$ cat src/rtl/gb_bg_fetcher.sv
// Background tile fetcher: walks one scanline's worth of tile-map entries,
// reads the two bitplanes for each tile, and hands each row to the pixel FIFO.
module gb_bg_fetcher #(
    parameter int TILES = 21
) (
    input  logic        clk,
    input  logic        nreset,
    input  logic        start,
    input  logic [7:0]  ly,
    input  logic [7:0]  scx,
    input  logic [7:0]  scy,
    input  logic        map_sel,
    input  logic        data_sel,
    output logic [12:0] vadr,
    output logic        vread,
    input  logic [7:0]  vdata,
    output logic [7:0]  pix_lo,
    output logic [7:0]  pix_hi,
    output logic        pix_valid,
    input  logic        pix_ready,
    output logic        busy,
    output logic        done
);

    typedef enum logic [2:0] {
        IDLE, MAP_A, MAP_D, LO_A, LO_D, HI_A, HI_D, PUSH
    } state_t;

    localparam logic [5:0] LAST = 6'(TILES - 1);

    state_t      state, state_nx;
    logic [7:0]  line_y;
    logic [4:0]  tile_x;
    logic [5:0]  cnt;
    logic [7:0]  tile;
    logic [7:0]  lo_q;
    logic [7:0]  hi_q;
    logic [12:0] vadr_q;
    logic        unused_scx;

    // Fine scroll bits are consumed downstream (pixel discard), not here.
    assign unused_scx = ^scx[2:0];

    assign pix_lo = lo_q;
    assign pix_hi = hi_q;

    // Next-state and output decode; address is formed live in *_A states
    // so map_sel/data_sel are sampled there, and held from vadr_q otherwise.
    always_comb begin
        state_nx  = state;
        vadr      = vadr_q;
        vread     = 1'b0;
        pix_valid = 1'b0;
        done      = 1'b0;
        busy      = (state != IDLE);
        case (state)
            IDLE:  if (start) state_nx = MAP_A;
            MAP_A: begin
                vread    = 1'b1;
                vadr     = {2'b11, map_sel, line_y[7:3], tile_x};
                state_nx = MAP_D;
            end
            MAP_D: state_nx = LO_A;
            LO_A: begin
                vread    = 1'b1;
                vadr     = {~data_sel & ~tile[7], tile, line_y[2:0], 1'b0};
                state_nx = LO_D;
            end
            LO_D:  state_nx = HI_A;
            HI_A: begin
                vread    = 1'b1;
                vadr     = {~data_sel & ~tile[7], tile, line_y[2:0], 1'b1};
                state_nx = HI_D;
            end
            HI_D:  state_nx = PUSH;
            PUSH: begin
                pix_valid = 1'b1;
                if (pix_ready) begin
                    if (cnt == LAST) begin
                        done     = 1'b1;
                        state_nx = IDLE;
                    end else begin
                        state_nx = MAP_A;
                    end
                end
            end
            default: state_nx = IDLE;
        endcase
    end

    // State register plus line/tile bookkeeping and VRAM data capture.
    always_ff @(posedge clk or negedge nreset) begin
        if (!nreset) begin
            state  <= IDLE;
            vadr_q <= '0;
            line_y <= '0;
            tile_x <= '0;
            cnt    <= '0;
            tile   <= '0;
            lo_q   <= '0;
            hi_q   <= '0;
        end else begin
            state  <= state_nx;
            vadr_q <= vadr;
            case (state)
                IDLE: if (start) begin
                    line_y <= scy + ly;
                    tile_x <= scx[7:3];
                    cnt    <= '0;
                end
                MAP_D: tile <= vdata;
                LO_D:  lo_q <= vdata;
                HI_D:  hi_q <= vdata;
                PUSH: if (pix_ready) begin
                    tile_x <= tile_x + 5'd1;
                    cnt    <= cnt + 6'd1;
                end
                default: ;
            endcase
        end
    end

endmodule
$ cat config.mk
export PLATFORM = sky130hd
export DESIGN_NAME = gb_bg_fetcher
export DESIGN_NICKNAME = d
export VERILOG_FILES = /design/src/rtl/gb_bg_fetcher.sv
export SDC_FILE = /design/constraint.sdc
export NUM_CORES = 1
export LEC_CHECK = 0
export CAP_MARGIN = 20
export CORE_ASPECT_RATIO = 1.25
export CORE_MARGIN = 3
export CORE_UTILIZATION = 35
export CTS_CLUSTER_DIAMETER = 80
export CTS_CLUSTER_SIZE = 8
export DETAILED_ROUTE_END_ITERATION = 7
export MAX_ROUTING_LAYER = met4
export PLACE_DENSITY_LB_ADDON = 0.08
export SYNTH_ARGS = -nofsm -noshare
export SYNTH_HDL_FRONTEND = slang
export SYNTH_SLANG_ARGS = --single-unit
$ cat constraint.sdc
create_clock -name clk -period 2.1 [get_ports clk]
set_input_delay 0.21 -clock clk [delete_from_list [all_inputs] [get_ports clk]]
set_output_delay 0.21 -clock clk [all_outputs]
set_load 0.005 [all_outputs]
After elaboration in Yosys (flattened, before gate mapping) --
Cells that the tools add are included.
Operators by class: $add $sub $neg 3, equal/unequal tests 10, mux-type cells 16, bitwise operators 3, reductions and logical operators 7
Operator list (number):
- $pmux W13 S3 | 1
- $pmux W3 S8 | 1
- $eq A3 B3 Y1 const B | 4
- $mux W6 | 2
- $pmux W6 S2 | 1
- $mux W5 | 2
- $pmux W5 S2 | 1
- $add A8 B8 Y8 | 1
- $add A6 B1 Y6 const B | 1
- $eq A3 B2 Y1 const B | 2
- $eq A6 B5 Y1 const B | 1
- $mux W1 | 6
- $mux W3 | 2
- $add A5 B1 Y5 const B | 1
- $ne A2 B2 Y1 const B | 2
- $reduce_and A2 Y1 | 2
- $eq A3 B1 Y1 const B | 1
- $logic_not A3 Y1 | 1
- $reduce_and A3 Y1 | 1
- $reduce_bool A3 Y1 | 1
- $reduce_or A3 Y1 | 1
- $not A1 Y1 | 2
- $reduce_bool A2 Y1 | 1
- $and A1 B1 Y1 | 1
Word-level totals: bits in registers 59, bits of input ports 38, output and inout port bits 33, logic and storage cells 47

Depth between registers and ports, before layout --
Gate-level depths: netlist of the first run.
depth after elaboration 4, gate-level depth with buffers 8

Worst setup path after synthesis of the first run --
No wires, ideal clock.
path kind reg-to-output, start point reg state[1], end point out vadr[2], data arrival time 1.443 ns, data required time 1.890 ns, slack 0.447 ns, stages on the path, launching flop included 7, buffers on the path 2, cells stage by stage dfrtp_1 inv_1 ha_1 clkbuf_1 clkbuf_1 a22oi_1 o221ai_1
Between the ends: cells in the longest elaborated chain, start to end 2
RTL lines:
- start: declaration | RTL line 31 | state_t state, state_nx;
- start signal: assignment | RTL line 103 | state <= state_nx;
- $eq A3 B3 Y1 (tied with other cells) | RTL line 56 | case (state)
- $pmux W13 S3 (*) | RTL line 56
- end: declaration | RTL line 14 | output logic [12:0] vadr,
Every way passes the cells marked *; elsewhere a longest branch is shown, timed or not.

Worst setup path in the final report of the first run --
start point reg state[1], end point out vadr[11]
Same word-level chain as after synthesis.

==> results of run 1 <==
==> final cells by class <==
type	instances	share of cell area (%)
well taps	117	3.37
repair buffers	83	18.2
inverters	10	0.863
multi-input cells	205	38.6
clock buffers	9	2.85
flip-flops and latches	59	33.9
clock inverters	7	2.13
==> timing repair <==
item,in CTS,in global routing
pin swaps,2,2
hold buffers,1,0
resized for setup,49,31
endpoints found under the setup margin,16,15
hold endpoints to repair,20,0
setup buffers,1,2
==> worst reg2reg max path, stage by stage, from the launching register on <==
cell     delay (ns)
dfrtp_1        0.44
ha_4           0.20
buf_6          0.15
and3_1         0.20
nor2_2         0.39
nor3_1         0.08
a21oi_1        0.12
nand2_1        0.05
==> per-layer routing <==
layer / part of all wire, % / vias to the layer above / wire [µm]
met1: 45 / 1153 / 3080
met5: 0 / - / 0
met4: 1.4 / 0 / 94
met2: 49 / 62 / 3340
met3: 5.1 / 8 / 347
li1: - / 1195 / -
==> through the flow <==
step	setup slack, ns	hold slack (ns)	std cells
after floorplan	0.447	-0.0856	290
after global placement	0.00293	0.206	470
after CTS	-0.0490	0.365	488
after detailed placement	-0.00949	0.203	470
final	0.0829	0.358	490
after global routing	-0.0197	0.390	490
==> flip-flops by register name (all words and copies together) (netlist names) <==
name / cells
cnt: 6
state: 3
vadr_q: 13
pix_lo: 8
line_y: 8
pix_hi: 8
tile_x: 5
tile: 8
==> power breakdown <==
| group | leakage (nW) | total, mW | switching [mW] | internal, mW |
|---|---|---|---|---|
| clock | 0.101 | 1.13 | 0.466 | 0.663 |
| sequential | 0.717 | 2.08 | 0.393 | 1.68 |
| combinational | 1.05 | 3.34 | 1.45 | 1.89 |
==> worst min-delay path by stage <==
stage / startpoint / end / slack, ns / cells past startpoint
6_report: nreset / pix_hi[1] / 0.36 / 2
5_1_grt: nreset / pix_hi[2] / 0.39 / 2
4_1_cts: nreset / pix_hi[1] / 0.36 / 2
3_5_place_dp: nreset / pix_hi[1] / 0.20 / 1
3_3_place_gp: nreset / pix_hi[1] / 0.21 / 1
2_1_floorplan: nreset / cnt[0] / -0.09 / 0
==> cell families after synthesis <==
family                   synth area share, %
AO/OA/AOI/OAI                           17.2
XOR/XNOR                                2.55
adder cells (fa/ha/maj)                 6.31
buffers and inverters                   3.60
flip-flops                              47.8
multiplexers                            9.75
AND/OR/NAND/NOR                         12.8
==> synthesized netlist by cell type (all sizes together), types with 2 or more instances <==
| master | number | area, µm² |
|---|---|---|
| xor2 | 5 | 43.8 |
| a22oi | 11 | 82.6 |
| xnor2 | 4 | 35.0 |
| o31ai | 2 | 15.0 |
| buf | 9 | 46.3 |
| a21bo | 10 | 100 |
| o21ai | 13 | 65.1 |
| o22a | 2 | 17.5 |
| a211oi | 2 | 15.0 |
| o21a | 4 | 30.0 |
| inv | 10 | 37.5 |
| ha | 14 | 175 |
| nand4 | 2 | 12.5 |
| nor2 | 14 | 55.1 |
| o221ai | 10 | 87.6 |
| and3b | 2 | 17.5 |
| a21oi | 11 | 55.1 |
| mux2 | 25 | 282 |
| nand2 | 29 | 109 |
| nand3 | 8 | 40.0 |
| nor3 | 6 | 30.0 |
| nor2b | 2 | 20.0 |
| clkbuf | 7 | 27.5 |
| nand2b | 13 | 81.3 |
| a21o | 2 | 15.0 |
| dfrtp | 59 | 1480 |
| o22ai | 3 | 18.8 |
| mux2i | 2 | 20.0 |
==> impl_metrics.env, run 1 <==
export IMPL_status="complete, no violations"
export IMPL_crit_chain="ha_4, buf_12, nand2b_1, o22a_1, nor2_1, a21oi_2, dlygate4sd2_1"
export IMPL_reg2reg_depth=7
export IMPL_port_buffers=67
export IMPL_die_w_um=90.1
export IMPL_crit_start="state[1]"
export IMPL_cts_root_buf="clkbuf_8"
export IMPL_boundaryPins=71
export IMPL_first_iter_violations=65
export IMPL_critPathRequiredTime_ns=1.89
export IMPL_endpoint_kind="output port"
export IMPL_setup_viol=0
export IMPL_routed_wl_um=6860
export IMPL_powerDensity_nw_per_um2=1510
export IMPL_worstSkewPairLatency_ns=0.34
export IMPL_ys_async_sr_fraction_pct=100
export IMPL_finalNetCount=421
export IMPL_cts_buffers_inserted=9
export IMPL_syn_inst=290
export IMPL_area_delta_synth_final_pct=40.7
export IMPL_grtUsageMet1_pct=18.6
export IMPL_num_antenna_cells=0
export IMPL_place_area_um2=3960
export IMPL_dominantRegCellSynth="dfrtp_1"
export IMPL_crit_type="reg2out"
export IMPL_rsz0062_at_grt="true"
export IMPL_met2_usage_pct=21.6
export IMPL_critPathSlowestCell="dfrtp_1"
export IMPL_final_common_cell="dfrtp_1"
export IMPL_fin_crit_ns=2.02
export IMPL_layout_drive_gt1_share_pct=28.4
export IMPL_fin_tns_setup_ns=0
export IMPL_synth_enable_flop_cells=0
export IMPL_routedWlPerCell_um=14.0
export IMPL_grt_max_degree=34
export IMPL_yosysWarnings=0
export IMPL_r2r_start="state[1]"
export IMPL_clock_skew_ns=0.00725
export IMPL_slew_viol_final=0
export IMPL_cp_depth=7
export IMPL_start_kind="register"
export IMPL_critPathArrivalTime_ns=1.81
export IMPL_synth_seq_cells=59
export IMPL_ir_worst_vdd_uv=438
export IMPL_die_y_um=111
export IMPL_seq_area_um2=1480
export IMPL_place_congestion=0.744
export IMPL_slowest_delay_ns=0.43
export IMPL_use_met3_pct=3.73
export IMPL_htreeDepth=3
export IMPL_power_mw=6.55
export IMPL_antenna_left=0
export IMPL_crit_fanout=17
export IMPL_dp_hpwl_um=4840
export IMPL_fin_util_pct=51.6
export IMPL_routed_via_count=2418
export IMPL_worst_slew_pin_slew_ns=0.483
export IMPL_power_leakage_nw=1.87
export IMPL_finalInstanceArea_um2=4350
export IMPL_clock_fmax_ghz=0.496
export IMPL_dieArea_um2=10000
export IMPL_row_count=37
export IMPL_grt_overflow=0
export IMPL_clock_sinks=59
export IMPL_syn_nets=343
export IMPL_maxCapViolations=0
export IMPL_final_period_utilization_pct=96.1
export IMPL_drcViolationCount=0
export IMPL_seq_area_frac_synth_pct=47.8
export IMPL_grt_busiest_layer="met2"
export IMPL_r2r_end="tile_x[0]"
export IMPL_drtPass1Iterations=4
export IMPL_antenna_found_initial=0
export IMPL_cp_num_buf_inv=2
export IMPL_relSlewSlack_pct=67.8
export IMPL_multi_input_area_um2=1680
export IMPL_cts_tree="built"
export IMPL_crit_family="flip-flops"
export IMPL_grtUsageTotal_pct=14.5
export IMPL_rrSetupSlack_ns=0.37
export IMPL_path_clk_slew_ns=0.07
export IMPL_fill_cells=795
export IMPL_syn_area_um2=3090
export IMPL_grt_pass1_vias=2325
export IMPL_final_cell_mix="59 x dfrtp_1, 51 x clkdlybuf4s50_1, 28 x nand2_1"
export IMPL_crit_end="vadr[11]"
export IMPL_avgViaCountPerCell=4.93
export IMPL_hp_class="in2async"
export IMPL_start_util_pct=36.7
export IMPL_finalHoldViolCount=0
export IMPL_syn_avg_cell_area_um2=10.7
export IMPL_cts_path_max_buffers=2
export IMPL_yosysUniqueCellTypes=42
export IMPL_grt_pass1_wl_um=11400
export IMPL_core_area_um2=8430
Power figures use the tool's default switching activity.
==> run 2: changes to the inputs <==
==> constraint.sdc (replaced) <==
create_clock -name clk -period 2.37 [get_ports clk]
set_input_delay 0.237 -clock clk [delete_from_list [all_inputs] [get_ports clk]]
set_output_delay 0.237 -clock clk [all_outputs]
set_load 0.005 [all_outputs]
==> run 2 against run 1 <==
Net effect: power fell by 15%; non-clock buffer count is 4 lower; count of clock-buffer cells in the layout up 1; routed wire length shrank 2.4%; critical path type unchanged; highest routed layer unchanged.
==> impl_metrics.env, run 2 (synthesis gave the netlist of run 1 again) <==
export IMPL_power_leakage_nw=1.83
export IMPL_top_register="vadr_q"
export IMPL_endpoint_kind="output port"
export IMPL_largest_reg_flops=13
export IMPL_final_common_cell="dfrtp_1"
export IMPL_cts_buffers_inserted=9
export IMPL_grt_pass1_wl_um=11400
export IMPL_rrSetupSlack_ns=0.47
export IMPL_critPathArrivalTime_ns=2.00
export IMPL_fin_tns_setup_ns=0
export IMPL_grtUsageTotal_pct=14.3
export IMPL_crit_type="reg2out"
export IMPL_port_buffers=67
export IMPL_final_period_utilization_pct=94.4
export IMPL_drcViolationCount=0
export IMPL_num_antenna_cells=0
export IMPL_finalInstanceArea_um2=4220
export IMPL_fin_crit_ns=2.24
export IMPL_power_mw=5.57
export IMPL_cts_tree="built"
export IMPL_place_congestion=0.751
export IMPL_fin_cells=486
export IMPL_fill_cells=804
export IMPL_worst_slew_pin_slew_ns=0.534
export IMPL_rsz0062_at_grt="false"
export IMPL_grt_pass1_vias=2338
export IMPL_boundaryPins=71
export IMPL_worstSkewPairLatency_ns=0.33
export IMPL_routed_wl_um=6690
export IMPL_start_util_pct=36.7
export IMPL_area_delta_synth_final_pct=36.5
export IMPL_finalHoldViolCount=0
export IMPL_layout_drive_gt1_share_pct=19.0
export IMPL_slowest_delay_ns=0.51
export IMPL_fin_util_pct=50.1
export IMPL_cts_root_buf="clkbuf_8"
export IMPL_row_count=37
export IMPL_crit_family="buffers and inverters"
export IMPL_maxCapViolations=0
export IMPL_critPathSlowestCell="clkdlybuf4s50_1"
export IMPL_dp_worst_setup_slack_ns=0.208
export IMPL_antenna_left=0
export IMPL_die_y_um=111
export IMPL_crit_fanout=16
export IMPL_ir_worst_vdd_uv=454
export IMPL_clock_fmax_ghz=0.447
export IMPL_cts_path_max_buffers=2
export IMPL_seq_area_um2=1480
export IMPL_cp_num_buf_inv=3
export IMPL_first_iter_violations=86
export IMPL_clock_skew_ns=0.0123
export IMPL_dieArea_um2=10000
export IMPL_core_area_um2=8430
export IMPL_setup_viol=0
export IMPL_place_area_um2=3930
export IMPL_multi_input_area_um2=1530
export IMPL_hp_class="in2async"
export IMPL_critPathRequiredTime_ns=2.13
export IMPL_htreeDepth=3
export IMPL_routed_via_count=2387
export IMPL_finalNetCount=417
export IMPL_start_kind="register"
export IMPL_slew_viol_final=0
export IMPL_whs_ns=0.306
export IMPL_drtPass1Iterations=4
export IMPL_avgViaCountPerCell=4.91
export IMPL_dp_hpwl_um=4810
export IMPL_die_w_um=90.1
export IMPL_crit_chain="buf_4, ha_4, buf_8, mux2i_1, a21oi_2, clkdlybuf4s50_1"
export IMPL_relSlewSlack_pct=64.3
export IMPL_path_clk_slew_ns=0.08
export IMPL_clock_sinks=59
export IMPL_antenna_found_initial=0
export IMPL_setup_ws_ns=0.132
export IMPL_routedWlPerCell_um=13.8
export IMPL_final_cell_mix="59 x dfrtp_1, 54 x clkdlybuf4s50_1, 29 x nand2_1"
export IMPL_dpl_cell_count=466
export IMPL_status="complete, no violations"
export IMPL_powerDensity_nw_per_um2=1320
export IMPL_grt_overflow=0
export IMPL_grt_max_degree=51
run 2: worst paths after layout:
path / start / endpoint / cells past startpoint
max in group asynchronous: nreset / line_y[3] / 3
min in group clk: scx[3] / tile_x[0] / 3
setup reg to reg: state[0] / tile_x[0] / 8
setup / recovery: state[0] / vadr[11] / 6
hold reg to reg: line_y[7] / line_y[7] / 2
hold / removal: nreset / pix_lo[2] / 2
run 2: area by class of cell:
cell class | instances | share of cell area, %
multi-input combinational | 205 | 36.3
timing repair buffer | 79 | 18.9
clock buffer | 10 | 3.26
sequential | 59 | 35.0
inverter | 10 | 0.889
clock inverter | 6 | 2.10
tap | 117 | 3.47
run 2: layer usage:
layer / vias to the layer above / share of wire, % / GRT usage (%)
met5: - / 0 / -
met4: 0 / 1.4 / 5.52
met3: 8 / 3.8 / 2.58
met2: 54 / 48 / 22.6
met1: 1134 / 47 / 18.1
li1: 1191 / - / -
run 2: what timing repair did:
action | in CTS | in global routing
resized for setup | 13 | 9
hold endpoints to repair | 9 | 0
endpoints found under the setup margin | 13 | 3
cloned | 0 | 0
hold buffers | 1 | 0
buffers inserted | 0 | 3
pin swaps | 1 | 2
run 2: report_power, final:
group	internal, mW	switching [mW]
registers	1.49	0.290
logic	1.56	1.20
clock network	0.620	0.406
total	3.67	1.89
